==> src/rtl/rdest_pkg.sv <==
// Shared constants, pipeline stage type and one-hot helper for the destination-register scoreboard.
package rdest_pkg;

  localparam int unsigned DEF_NUM_REGS = 16;
  localparam int unsigned DEF_WB_LAT   = 2;
  localparam int unsigned MAX_REGS     = 64;
  localparam int unsigned MAX_IDX_W    = 6;

  typedef struct packed {
    logic                 valid;
    logic [MAX_IDX_W-1:0] idx;
  } stage_t;

  // Widest one-hot; callers truncate to their register count.
  function automatic logic [MAX_REGS-1:0] onehot(input logic [MAX_IDX_W-1:0] idx);
    return MAX_REGS'(1) << idx;
  endfunction

endpackage

==> src/rtl/rdest_onehot.sv <==
// Enabled IDX_W-to-NUM_REGS one-hot decoder; output is all-zero when disabled.
module rdest_onehot
  import rdest_pkg::*;
#(
  parameter int unsigned NUM_REGS = DEF_NUM_REGS,
  parameter int unsigned IDX_W    = $clog2(NUM_REGS)
) (
  input  logic                en,
  input  logic [IDX_W-1:0]    idx,
  output logic [NUM_REGS-1:0] onehot_c
);

  always_comb begin
    onehot_c = '0;
    if (en) onehot_c = NUM_REGS'(onehot(MAX_IDX_W'(idx)));
  end

endmodule

==> src/rtl/rdest_scoreboard.sv <==
// Destination-register busy scoreboard with a fixed-latency writeback pipeline and one-hot
// register-file enable. Define RDEST_ZERO_REG_EN to make register 0 a hardwired zero.
module rdest_scoreboard
  import rdest_pkg::*;
#(
  parameter  int unsigned NUM_REGS = DEF_NUM_REGS,
  parameter  int unsigned IDX_W    = $clog2(NUM_REGS),
  parameter  int unsigned WB_LAT   = DEF_WB_LAT,
  localparam int unsigned INF_W    = $clog2(WB_LAT + 1)
) (
  input  logic                clk,
  input  logic                reset,
  input  logic                iss_valid,
  input  logic                iss_wen,
  input  logic [IDX_W-1:0]    iss_rdest,
  input  logic [IDX_W-1:0]    iss_rsrc_a,
  input  logic [IDX_W-1:0]    iss_rsrc_b,
  input  logic                iss_use_a,
  input  logic                iss_use_b,
  output logic                iss_ready,
  input  logic                flush,
  output logic [NUM_REGS-1:0] reg_en,
  output logic                wb_valid,
  output logic [IDX_W-1:0]    wb_idx,
  output logic [NUM_REGS-1:0] busy,
  output logic [INF_W-1:0]    inflight
);

  stage_t              st_q [WB_LAT];
  stage_t              st_d [WB_LAT];
  stage_t              new_stage;
  logic                haz_a, haz_b, haz_d;
  logic                accept_wr;
  logic [NUM_REGS-1:0] set_vec;
  logic [NUM_REGS-1:0] busy_d;
  logic [NUM_REGS-1:0] dec_c;
  logic [NUM_REGS-1:0] reg_en_d;
  logic [INF_W-1:0]    infl_d;

  // Hazard detection looks only at registered busy, never at the writeback enable.
  always_comb begin
    haz_a = iss_use_a & busy[iss_rsrc_a];
    haz_b = iss_use_b & busy[iss_rsrc_b];
    haz_d = iss_wen & busy[iss_rdest];
`ifdef RDEST_ZERO_REG_EN
    haz_a = haz_a & (iss_rsrc_a != '0);
    haz_b = haz_b & (iss_rsrc_b != '0);
`endif
  end

  assign iss_ready = ~flush & ~(haz_a | haz_b | haz_d);

`ifdef RDEST_ZERO_REG_EN
  assign accept_wr = iss_valid & iss_ready & iss_wen & (iss_rdest != '0);
`else
  assign accept_wr = iss_valid & iss_ready & iss_wen;
`endif

  always_comb begin
    new_stage       = '0;
    new_stage.valid = accept_wr;
    if (accept_wr) new_stage.idx = MAX_IDX_W'(iss_rdest);
  end

  // Pipeline advance; flush empties every stage including the one feeding writeback.
  always_comb begin
    st_d[0] = new_stage;
    for (int i = 1; i < int'(WB_LAT); i++) st_d[i] = st_q[i-1];
    if (flush) begin
      for (int i = 0; i < int'(WB_LAT); i++) st_d[i] = '0;
    end
    infl_d = '0;
    for (int i = 0; i < int'(WB_LAT); i++) infl_d = infl_d + INF_W'(st_d[i].valid);
  end

  rdest_onehot #(
    .NUM_REGS (NUM_REGS),
    .IDX_W    (IDX_W)
  ) u_dec (
    .en       (st_d[WB_LAT-1].valid),
    .idx      (IDX_W'(st_d[WB_LAT-1].idx)),
    .onehot_c (dec_c)
  );

`ifdef RDEST_ZERO_REG_EN
  localparam logic [NUM_REGS-1:0] ZERO_MASK = ~NUM_REGS'(1);
  assign reg_en_d = dec_c & ZERO_MASK;
`else
  assign reg_en_d = dec_c;
`endif

  // Writeback clear and issue set land on the same edge; they never target the same register.
  always_comb begin
    set_vec = '0;
    if (accept_wr) set_vec = NUM_REGS'(onehot(MAX_IDX_W'(iss_rdest)));
    busy_d = (busy & ~reg_en) | set_vec;
    if (flush) busy_d = '0;
  end

  always_ff @(posedge clk or posedge reset) begin
    if (reset) begin
      for (int i = 0; i < int'(WB_LAT); i++) st_q[i] <= '0;
      busy     <= '0;
      reg_en   <= '0;
      inflight <= '0;
    end else begin
      for (int i = 0; i < int'(WB_LAT); i++) st_q[i] <= st_d[i];
      busy     <= busy_d;
      reg_en   <= reg_en_d;
      inflight <= infl_d;
    end
  end

  // Last stage is the writeback cycle; invalid stages carry a zero index.
  assign wb_valid = st_q[WB_LAT-1].valid;
  assign wb_idx   = IDX_W'(st_q[WB_LAT-1].idx);

endmodule

==> config.mk <==
export PLATFORM = sky130hd
export DESIGN_NAME = rdest_scoreboard
export DESIGN_NICKNAME = d
export VERILOG_FILES = /design/src/rtl/rdest_pkg.sv /design/src/rtl/rdest_onehot.sv /design/src/rtl/rdest_scoreboard.sv
export SDC_FILE = /design/constraint.sdc
export NUM_CORES = 1
export LEC_CHECK = 0
export CORE_MARGIN = 5
export CORE_UTILIZATION = 35
export CTS_CLUSTER_SIZE = 12
export DETAILED_ROUTE_END_ITERATION = 10
export PLACE_DENSITY = 0.58
export SYNTH_ARGS = -nofsm -noshare
export SYNTH_HDL_FRONTEND = slang
export SYNTH_SLANG_ARGS = --single-unit
export TNS_END_PERCENT = 20
==> constraint.sdc <==
create_clock -name clk -period 3.8 [get_ports clk]
set_input_delay 1.14 -clock clk [delete_from_list [all_inputs] [get_ports clk]]
set_output_delay 1.14 -clock clk [all_outputs]
set_load 0.02 [all_outputs]
; Yosys cells after proc, flatten, opt, wreduce, memory -nomap -nowiden
; Index checks and enable logic that the tools add are counted.
; W data, S select, Z words.
[op_classes]
bitwise_logic = 13
n_addsub = 1
shifts = 2
n_mux = 11
magnitude_cmp = 3
[op_table]
columns = op, count
row1 = $mux W16, 3
row2 = $shl A1 B4 Y16 const A, 2
row3 = $and A16 B16 Y16, 1
row4 = $not A16 Y16, 1
row5 = $or A16 B16 Y16, 1
row6 = $lt A4 B5 Y1 const B, 3
row7 = $mux W14, 1
row8 = $bmux W1 S4, 3
row9 = $and A1 B1 Y1, 6
row10 = $mux W4, 1
row11 = $mux W1, 3
row12 = $add A1 B1 Y2, 1
row13 = $not A1 Y1, 2
row14 = $or A1 B1 Y1, 2
[word_totals]
regBits = 46
out_inout_bits = 40

; Depth between registers and ports, before layout
; Gate-level depths: netlist of run 1.
[logic_depth]
ltp_word = 13
ltp_mapped = 9

; Modules after synthesis
; Synthesis of run 1 repeated with hierarchy kept, for this count alone.
[unflattened]
cells_unflattened = 220
area_unflattened_um2 = 2321.0
[by_module_without_submodules]
columns = mod, n_inst, area_per_inst_um2, cells_each
row1 = rdest_scoreboard, 1, 2200.9, 197
row2 = rdest_onehot, 1, 120.1, 23

; Least setup slack after synthesis of run 1
; Ideal clock, no wire load.
[synth_path]
path_kind = input to output
from = in iss_rdest[1]
to = out iss_ready
required_time_ns = 2.660
cell_stages = 7
n_path_buf = 1
path_slack_ns = -0.020
arrival_time_ns = 2.680
cell_sequence = buf_2 mux2_2 o311ai_0 a31oi_1 a2bb2oi_2 nand3_1 nor2_1
[synth_via]
elab_chain_len = 6
[synth_rtl]
columns = item, line_no
row1 = "start, declared", rdest_scoreboard.sv:15  ; input logic [IDX_W-1:0] iss_rdest,
row2 = $bmux W1 S4, rdest_scoreboard.sv:44  ; haz_d = iss_wen & busy[iss_rdest];
row3 = $mux W1 (not written as such), rdest_scoreboard.sv:44
row4 = $and A1 B1 Y1, rdest_scoreboard.sv:44
row5 = $or A1 B1 Y1, rdest_scoreboard.sv:51  ; assign iss_ready = ~flush & ~(haz_a | haz_b | haz_d);
row6 = $not A1 Y1, rdest_scoreboard.sv:51
row7 = $and A1 B1 Y1, rdest_scoreboard.sv:51
row8 = "end, declared", rdest_scoreboard.sv:20  ; output logic iss_ready,
; Every way passes these cells. The select of a mux whose other input is x is not followed.

; Worst setup path in the final report of run 1
[layout_path]
from = in iss_rsrc_a[0]
to = out iss_ready
[layout_via]
elab_chain_len = 7
[layout_rtl]
columns = item, line_no
row1 = "start, declared", rdest_scoreboard.sv:16  ; input logic [IDX_W-1:0] iss_rsrc_a,
row2 = $bmux W1 S4, rdest_scoreboard.sv:42  ; haz_a = iss_use_a & busy[iss_rsrc_a];
row3 = $mux W1 (not written as such), rdest_scoreboard.sv:42
row4 = $and A1 B1 Y1, rdest_scoreboard.sv:42
row5 = $or A1 B1 Y1 (2 in series), rdest_scoreboard.sv:51
row6 = $not A1 Y1, rdest_scoreboard.sv:51
row7 = $and A1 B1 Y1, rdest_scoreboard.sv:51
; Every way passes these cells. The select of a mux whose other input is x is not followed.

==> metrics.cfg, run 1 <==
[timing]
fin_crit_ps=3720
max_freq_mhz=269
max_slew.worst_pin.slew_ps=549
rsz0062_at_grt=false
clock_skew_ps=9.51
finalCritPeriodShare_pct=97.9
relSlewSlack_pct=63.2
drv_slew=0
setup_viol=0
hold_viol_final=0

[synthesis]
synth.top_cells.by_count=44 x dfrtp_1, 22 x nor2_1, 18 x inv_1
ys_types=41
synth_top_area_share_pct=49.1
ys_ff_latch=44
synth.area.top_cells=dfrtp_1 49%, mux4_1 4.7%, nor2_1 3.7%
synth_edf_count=0
synth-main-ff-cell=dfrtp_1
syn_avg_cell_area_sq_um=10.8
yosysWarnings=0
syn-cell-area_sq_um=2240
synth.largest_area_cell=dfrtp_1
yosysSeqAreaShare_pct=49.1
yosysMostFrequentCell=dfrtp_1
synth_cells=207
synth_nets=227
async_flop_share_pct=100

[cells_and_area]
synthToLayoutAreaGrowth_pct=40.6
n_fill_cell=593
design_area_sq_um=3160
drive_gt1_share_pct=22.5
diodes=0
nNetsFinal=295
layoutNonFillerInstCount=353

[clock_network]
ctsRootBufferMaster=clkbuf_8
clock_path_buffers=2
path_clk_slew_ps=80
clkLatencyLatePin_ps=300
cts_hold_buf=0
cts.sinks=44
cts_buffers=5
htree_levels=2
cts_tree=built

[critical_path]
crit_arrival_ps=2580
rr_startpoint=busy[6]
crit_chain=clkdlybuf4s50_1, nor2b_1, a22oi_1, o2111ai_2, and2_4, nand3_4, nor2_2, buf_4
cpPeakStageDelay_ps=510
reg2reg_to=inflight[0]
start_kind=input pin
critPathRequiredTime_ps=2660
r2r_slack_ps=1540
crit_path_max_fanout=3
path_class=in2out
worstSetupEndpointType=primary output
crit_buf_inv=2
critPathTopFamily=buffers and inverters
r2r_cells=8
crit_slowest_cell=clkdlybuf4s50_1

[route]
drtIter0Drc=139
drc_errors=0
viasPerCell=5.27
via_count=1862
antenna_left=0
wire_per_inst_microns=18.5
wirelength_microns=6530
first_pass_iters=4

[outcome]
status=finished clean

[place]
hpwl_microns=4790
placed_area_sq_um=2960
dp_cells=344
gp_congestion=0.855
io_buffers=58

[global_route]
antenna_found_initial=0
grt_pass1_wl_microns=10600
grt_pass1_vias=2015
grt_max_degree=31
overflow=0
grt.total_usage_pct=16.2

[worst_hold_path]
whs_endpoint=busy[12]
worstHoldStart=reg_en[12]
min_path_type=reg2reg
hold_depth=1

[die]
die_height_microns=90.1
fp-row-count=29
coreArea_sq_um=6280
die_w_microns=90.1
pin_count=59
start_util_pct=35.8
die-area_sq_um=8120

[pwr]
cellPowerDensity_nw_per_um2=319
irDropWorstVdd_uv=216
p_leak_nw=1.35

[job]
maxCapViolCount=0

==> flip-flops by register name, summed over array words and instances (netlist names) <==
register and cells:
busy 16, inflight 2, reg_en 16, st_q 5, wb_idx 4, wb_valid 1
==> per-layer routing <==
metal	up-vias	part of all wire (%)	global-route usage, %
met1	902	46	21.5
li1	883	-	-
met5	-	0	0
met2	67	46	24.9
met4	0	1.7	6.45
met3	10	6.5	4.59
==> cells by family after synthesis <==
| kind of cell | Yosys count | share of synthesized area [%] |
|---|---|---|
| AND/OR/NAND/NOR | 85 | 21.3 |
| flip-flops | 44 | 49.1 |
| buffers and inverters | 33 | 7.30 |
| AO/OA/AOI/OAI | 29 | 10.9 |
| multiplexers | 15 | 10.8 |
| adder cells (fa/ha/maj) | 1 | 0.557 |
==> power breakdown <==
group | total (mW) | switching [mW] | internal [mW]
clock | 0.392 | 0.160 | 0.232
sequential | 0.479 | 0.00587 | 0.473
combinational | 0.135 | 0.0749 | 0.0604
==> repair_timing <==
item / 4_1_cts / 5_1_grt
resized for setup: 25 / 23
setup buffers: 1 / 0
pin swaps: 2 / 6
endpoints found under the setup margin: 1 / 1
cloned: 0 / 0
==> layout by cell type (no fill, tap or decap), types with 4 or more instances in the layout <==
cell / count
buf_4: 19
clkbuf_8: 7
clkdlybuf4s50_1: 49
dfrtp_1: 44
inv_1: 17
mux2i_1: 7
mux4_2: 6
nand2_1: 12
nand3_1: 5
nand4_1: 7
nor2_1: 20
nor2b_1: 7
nor3_1: 4
nor3b_1: 4
o31ai_1: 5
o32ai_1: 9
or3b_2: 6
==> worst max-delay path by stage <==
stage,startpoint,to,depth (start not counted)
final,iss_rsrc_a[0],iss_ready,8
after global routing,iss_rsrc_b[1],iss_ready,8
after CTS,iss_rdest[1],iss_ready,8
after detailed placement,iss_rsrc_b[1],iss_ready,9
after global placement,iss_rsrc_b[1],iss_ready,9
after floorplan,iss_rdest[1],iss_ready,7
==> area by class of cell <==
cell class	instances	area (sq um)	area share (%)
Timing Repair Buffer	76	693	22.0
Multi-Input combinational cell	130	1070	33.9
Tap cell	77	96.3	3.05
Inverter	18	67.6	2.14
Sequential cell	44	1100	34.9
Clock buffer	7	96.3	3.05
Clock inverter	1	30.0	0.952
==> metrics by stage <==
stage | setup TNS (ps) | util, % | total power, mW | hold WS (ps) | setup slack (ps)
5_1_grt | 0 | 50.3 | 1.05 | 475 | 1.75
4_1_cts | 0 | 49.2 | 1.00 | 467 | 9.48
2_1_floorplan | 0 | - | 0.552 | 485 | 53.3
3_5_place_dp | -924 | 47.1 | 0.612 | 463 | -924
6_report | 0 | 50.3 | 1.01 | 462 | 79.0
3_3_place_gp | -912 | 47.1 | 0.611 | 466 | -912
(Power assumes the default switching activity.)
==> inputs of run 2 (changes only) <==
Settings changed: DONT_BUFFER_PORTS set to 1, PLACE_DENSITY 0.58 to 0.46.
==> run 2 against run 1 <==
Against the previous run: worst setup slack better by 130 ps; combinational power is 52% lower; first-iteration DRC count rose by 36%; global-route usage is 1.0 points lower; sequential cell count unchanged; die area is the same; highest routed layer unchanged; via count shrank 14%; clock power decreased by 11%; sequential power rose by 1%; clock skew down 4.9 ps; largest power group unchanged; worst hold slack improved by 100 ps; total power decreased by 11%.
==> metrics.cfg, run 2 (same netlist as run 1, synthesis figures left out) <==
[outcome]
status=finished clean

[timing]
finalCritPeriodShare_pct=94.4  ; -3.5 points
fin_setup_tns_ps=0  ; unchanged
setup_viol=0  ; unchanged
hold_viol_final=0  ; unchanged
clock_skew_ps=4.63  ; -4.88 ps
fin_crit_ps=3590  ; -132 ps
drv_slew=0  ; unchanged
rsz0062_at_grt=false
max_slew.worst_pin.slew_ps=636  ; +86.5 ps
relSlewSlack_pct=57.3  ; -5.8 points
max_freq_mhz=279  ; +3.7%

[clock_network]
cts_hold_buf=0  ; unchanged
clock_path_buffers=2  ; unchanged
path_clk_slew_ps=80  ; about the same
ctsRootBufferMaster=clkbuf_8
clkLatencyLatePin_ps=290  ; about the same
cts_buffers=5  ; unchanged
post_cts_resized=0  ; -100%
htree_levels=2  ; unchanged
cts.sinks=44  ; unchanged
postCtsSetupBuffers=0  ; -1
cts_tree=built

[global_route]
grt_pass1_wl_microns=9750  ; -7.8%
grt.total_usage_pct=15.2  ; -1.0 points
overflow=0  ; unchanged
antenna_found_initial=0  ; unchanged
grt_max_degree=29  ; -6.5%
grt_pass1_vias=1702  ; -16%

[route]
wirelength_microns=5990  ; -8.2%
drc_errors=0  ; unchanged
first_pass_iters=4  ; unchanged
drtIter0Drc=189  ; +36%
wire_per_inst_microns=21.2  ; +15%
via_count=1598  ; -14%
viasPerCell=5.67  ; +7.4%
antenna_left=0  ; unchanged

[place]
gp_congestion=0.845  ; -1.2%
io_buffers=0  ; -100%
hpwl_microns=4590  ; -4.1%
placed_area_sq_um=2280  ; -23%

[critical_path]
path_class=in2out
rr_startpoint=busy[3]
start_kind=input pin
worstSetupEndpointType=primary output
crit_path_max_fanout=8  ; +5
critPathLaunch=iss_rsrc_b[1]
critPathRequiredTime_ps=2660  ; about the same
crit_arrival_ps=2450  ; -130 ps
r2r_cells=7  ; -1

[worst_hold_path]
hold_depth=1  ; unchanged
worstHoldStart=st_q[8]
min_path_type=reg2reg

[die]
start_util_pct=35.8  ; unchanged
die_height_microns=90.1  ; unchanged
die-area_sq_um=8120  ; unchanged
coreArea_sq_um=6280  ; unchanged
fp-row-count=29  ; unchanged
pin_count=59  ; unchanged
die_w_microns=90.1  ; unchanged

[cells_and_area]
nNetsFinal=224  ; -24%
n_fill_cell=613  ; +3.4%
layout_commonest_cell=dfrtp_1
diodes=0  ; unchanged
final_cell_mix=44 x dfrtp_1, 21 x nor2_1, 17 x inv_1
design_area_sq_um=2390  ; -24%
synthToLayoutAreaGrowth_pct=6.58
reg_top3=busy x16, reg_en x16, st_q x5
drive_gt1_share_pct=12.7  ; -9.8 points
utilization_pct=38.1  ; -12 points

[pwr]
cellPowerDensity_nw_per_um2=375  ; +18%
p_leak_nw=1.06  ; -21%
irDropWorstVdd_uv=200  ; -7.3%

[job]
maxCapViolCount=0  ; unchanged

-- run 2: cell types whose count changed in the layout (fill, tap and decap cells not counted), moves of 3 or more --
cell,before,now
buf_2,3,0
mux4_1,0,4
clkdlybuf4s50_1,49,0
mux4_2,6,2
buf_4,19,5
-- run 2: routing by layer --
metal	wire, microns	part of all wire (%)	track usage [%]	vias up
met2	2910	49	24.6	72
li1	-	-	-	739
met5	0	0	0	-
met4	103	1.7	5.58	0
met1	2310	38	18.3	775
met3	668	11	5.93	12
-- run 2: cell type report --
cell class	instances	area [sq um]	area share, %
Inverter	18	67.6	2.82
Clock buffer	6	72.6	3.03
Sequential cell	44	1100	46.0
Timing Repair Buffer	5	37.5	1.57
Multi-Input combinational cell	130	982	41.1
Clock inverter	2	35.0	1.46
Tap cell	77	96.3	4.03
-- run 2: through the flow --
step           power [mW]  worst slack [ps]  hold slack (ps)  cells
2_1_floorplan       0.552              53.3              485    207
3_3_place_gp        0.557               207              540    274
3_5_place_dp        0.559               183              551    274
4_1_cts             0.907               171              557    282
5_1_grt             0.932              75.9              594    282
6_report            0.897               211              562    282
-- run 2: worst paths after layout --
kind,end,slack (ps)
setup / recovery,iss_ready,210
hold / removal,reg_en[1],560
setup reg to reg,inflight[0],1510
hold reg to reg,reg_en[1],560
max in group asynchronous,busy[15],2370
min in group asynchronous,wb_idx[2],730
-- run 2: report_power, final --
group	switching, mW	internal (mW)	leakage (nW)	total (mW)
Sequential	0.0110	0.473	0.612	0.484
Clock	0.153	0.195	0.0552	0.348
Combinational	0.0391	0.0257	0.397	0.0648
Total	0.203	0.694	1.06	0.897
-- run 2: critical path: stages --
cell and delay [ps]:
mux4_1 530, nor2_1 100, a311oi_1 60, a31oi_2 190
nand3_1 170, nor2_2 260
==> inputs of run 3 (changes only) <==
Settings changed: ABC_AREA set to 1.
==> run 3 against run 2 <==
Against the previous run: combinational power is 26% higher; die area is 7.6% higher; first-iteration DRC count is 61% lower; register-to-register slack worse by 60 ps; sequential share of layout area is 2.8 points lower; total power is 4.6% lower; sequential cell count stayed put; worst setup slack better by 480 ps.
==> metrics.cfg, run 3 <==
[outcome]
status=finished clean

[cells_and_area]
multi_input_area_sq_um=1080  ; +10%
nNetsFinal=328  ; +46%
layout_commonest_cell=nand2_1
reg_top3=busy x16, reg_en x16, st_q x5
drive_gt1_share_pct=16.8  ; +4.1 points
layoutNonFillerInstCount=405  ; +44%
seq_area_sq_um=1100  ; unchanged
diodes=0  ; unchanged
design_area_sq_um=2550  ; +6.5%
n_fill_cell=744  ; +21%
synthToLayoutAreaGrowth_pct=4.57
final_cell_mix=88 x nand2_1, 44 x dfrtp_1, 33 x nand3_1

[timing]
fin_setup_tns_ps=0  ; unchanged
drv_slew=0  ; unchanged
setup_slack_ps=688  ; +477 ps
fin_crit_ps=3110  ; -477 ps
clock_skew_ps=9.41  ; +4.77 ps
max_freq_mhz=321  ; +15%
relSlewSlack_pct=39.6  ; -18 points
rsz0062_at_grt=false
max_slew.worst_pin.slew_ps=905  ; +269 ps
finalCritPeriodShare_pct=81.9  ; -13 points
setup_viol=0  ; unchanged
hold_viol_final=0  ; unchanged

[synthesis]
yosysWarnings=0  ; unchanged
syn_avg_cell_area_sq_um=7.79  ; -28%
ys_ff_latch=44  ; unchanged
synth_edf_count=0  ; unchanged
synth.area.top_cells=dfrtp_1 45%, nand2_1 14%, nand3_1 6.8%
ys_types=28  ; -32%
synth_top_area_share_pct=45.2  ; -3.9 points
synth.largest_area_cell=dfrtp_1
yosysSeqAreaShare_pct=45.2  ; -3.9 points
synth_nets=333  ; +47%
async_flop_share_pct=100  ; unchanged
syn-cell-area_sq_um=2440  ; +8.6%
synth_cells=313  ; +51%
yosysMostFrequentCell=nand2_1
synth.top_cells.by_count=88 x nand2_1, 44 x dfrtp_1, 33 x nand3_1
synth-main-ff-cell=dfrtp_1

[critical_path]
worstSetupEndpointType=primary output
r2r_cells=13  ; +6
critPathRequiredTime_ps=2660  ; about the same
r2r_slack_ps=1450  ; -60 ps
rr_startpoint=busy[12]
start_kind=input pin
crit_path_max_fanout=9  ; +1
path_class=in2out
crit_arrival_ps=1970  ; -480 ps
reg2reg_to=inflight[0]

[global_route]
grt_pass1_vias=2013  ; +18%
grt_pass1_wl_microns=11200  ; +14%
overflow=0  ; unchanged
grt_max_degree=45  ; +55%
antenna_found_initial=0  ; unchanged
grt.total_usage_pct=16.9  ; +1.7 points

[place]
io_buffers=0  ; unchanged
hpwl_microns=5470  ; +19%
dpl_worst_slack_ps=676  ; +493 ps
gp_congestion=0.783  ; -7.3%
dp_cells=397  ; +45%
placed_area_sq_um=2460  ; +7.7%

[worst_hold_path]
hold_depth=2  ; +1
min_path_type=reg2reg
whs_endpoint=wb_valid
worstHoldStart=st_q[13]

[clock_network]
cts_tree=built
clock_path_buffers=2  ; unchanged
cts_buffers=5  ; unchanged
cts.sinks=44  ; unchanged
postCtsSetupBuffers=0  ; unchanged
post_cts_resized=0  ; unchanged
ctsRootBufferMaster=clkbuf_8
htree_levels=2  ; unchanged
cts_hold_buf=0  ; unchanged
clkLatencyLatePin_ps=300  ; about the same
path_clk_slew_ps=90  ; about the same

[route]
via_count=1983  ; +24%
antenna_left=0  ; unchanged
drtIter0Drc=74  ; -61%
drc_errors=0  ; unchanged
viasPerCell=4.90  ; -14%
first_pass_iters=4  ; unchanged
wire_per_inst_microns=17.1  ; -19%
wirelength_microns=6940  ; +16%

[pwr]
cellPowerDensity_nw_per_um2=336  ; -10%
p_clk_share_pct=34.6  ; -4.2 points
p_leak_nw=1.18  ; +11%
comb_power_share_pct=9.5  ; +2.3 points
p_switching_mw=0.229  ; +13%
sw_frac_of_total_pct=26.8  ; +4.1 points
irDropWorstVdd_uv=160  ; -20%
p_seq_share_pct=55.8  ; +1.9 points
internal_power_mw=0.626  ; -9.7%

[job]
maxCapViolCount=0  ; unchanged

[die]
pin_count=59  ; unchanged
die_w_microns=93.5  ; +3.7%
coreArea_sq_um=6790  ; +8.2%
start_util_pct=35.9  ; +0.12 points
die_height_microns=93.5  ; +3.7%
die-area_sq_um=8730  ; +7.6%
fp-row-count=30  ; +3.4%

[run 3: cell type report]
type | instances | share of cell area, %
tap | 96 | 4.71
clock buffer | 6 | 2.85
inverter | 37 | 5.45
clock inverter | 2 | 0.638
multi-input combinational | 218 | 42.6
timing repair buffer | 2 | 0.589
sequential | 44 | 43.2
[run 3: worst max path at each step]
stage                        from        end  slack, ps  cells after the start
floorplan           iss_rsrc_a[0]  iss_ready        520                     11
CTS                 iss_rsrc_a[0]  iss_ready        670                      9
global placement    iss_rsrc_a[0]  iss_ready        680                      9
global route        iss_rsrc_a[0]  iss_ready        570                      9
detailed placement  iss_rsrc_a[0]  iss_ready        680                      9
finish              iss_rsrc_a[0]  iss_ready        690                      9
[run 3: worst max-delay path: stages]
cell and delay [ps]:
inv_2 90, nand2_1 60, nand3_1 70, nand2_1 50, nand2_1 50, nand3_1 70
nand3_1 150, nand2_2 110, nor2_8 170
[run 3: per-stage QoR]
step	hold slack, ps	util (%)	power [mW]
final	519	37.5	0.855
after global routing	554	37.5	0.898
after CTS	527	37.5	0.869
after detailed placement	505	36.2	0.569
after global placement	510	36.2	0.570
after floorplan	471	-	0.568
[run 3: power by group through the flow]
stage	sequential (mW)	combinational, mW	clock (mW)
2_1_floorplan	0.485	0.0825	0
3_3_place_gp	0.487	0.0825	0
3_5_place_dp	0.487	0.0825	0
4_1_cts	0.478	0.0827	0.308
5_1_grt	0.478	0.0936	0.326
6_report	0.478	0.0815	0.296
[run 3: routing by layer]
layer	wire length (microns)	vias to the layer above	track usage (%)
met5	0	-	0
met4	76	0	4.15
met3	440	6	4.75
met2	3520	50	29.2
met1	2910	953	20.5
li1	-	974	-
[run 3: logic make-up (layout without fill, tap and decap cells)]
group           count (synthesis)  in the layout  synth area share [%]
simple gates                  196            196                  38.1
buf+inv                        51             47                  10.3
compound gates                 21             21                  5.90
fa+ha+maj                       1              1                 0.513
flops                          44             44                  45.2
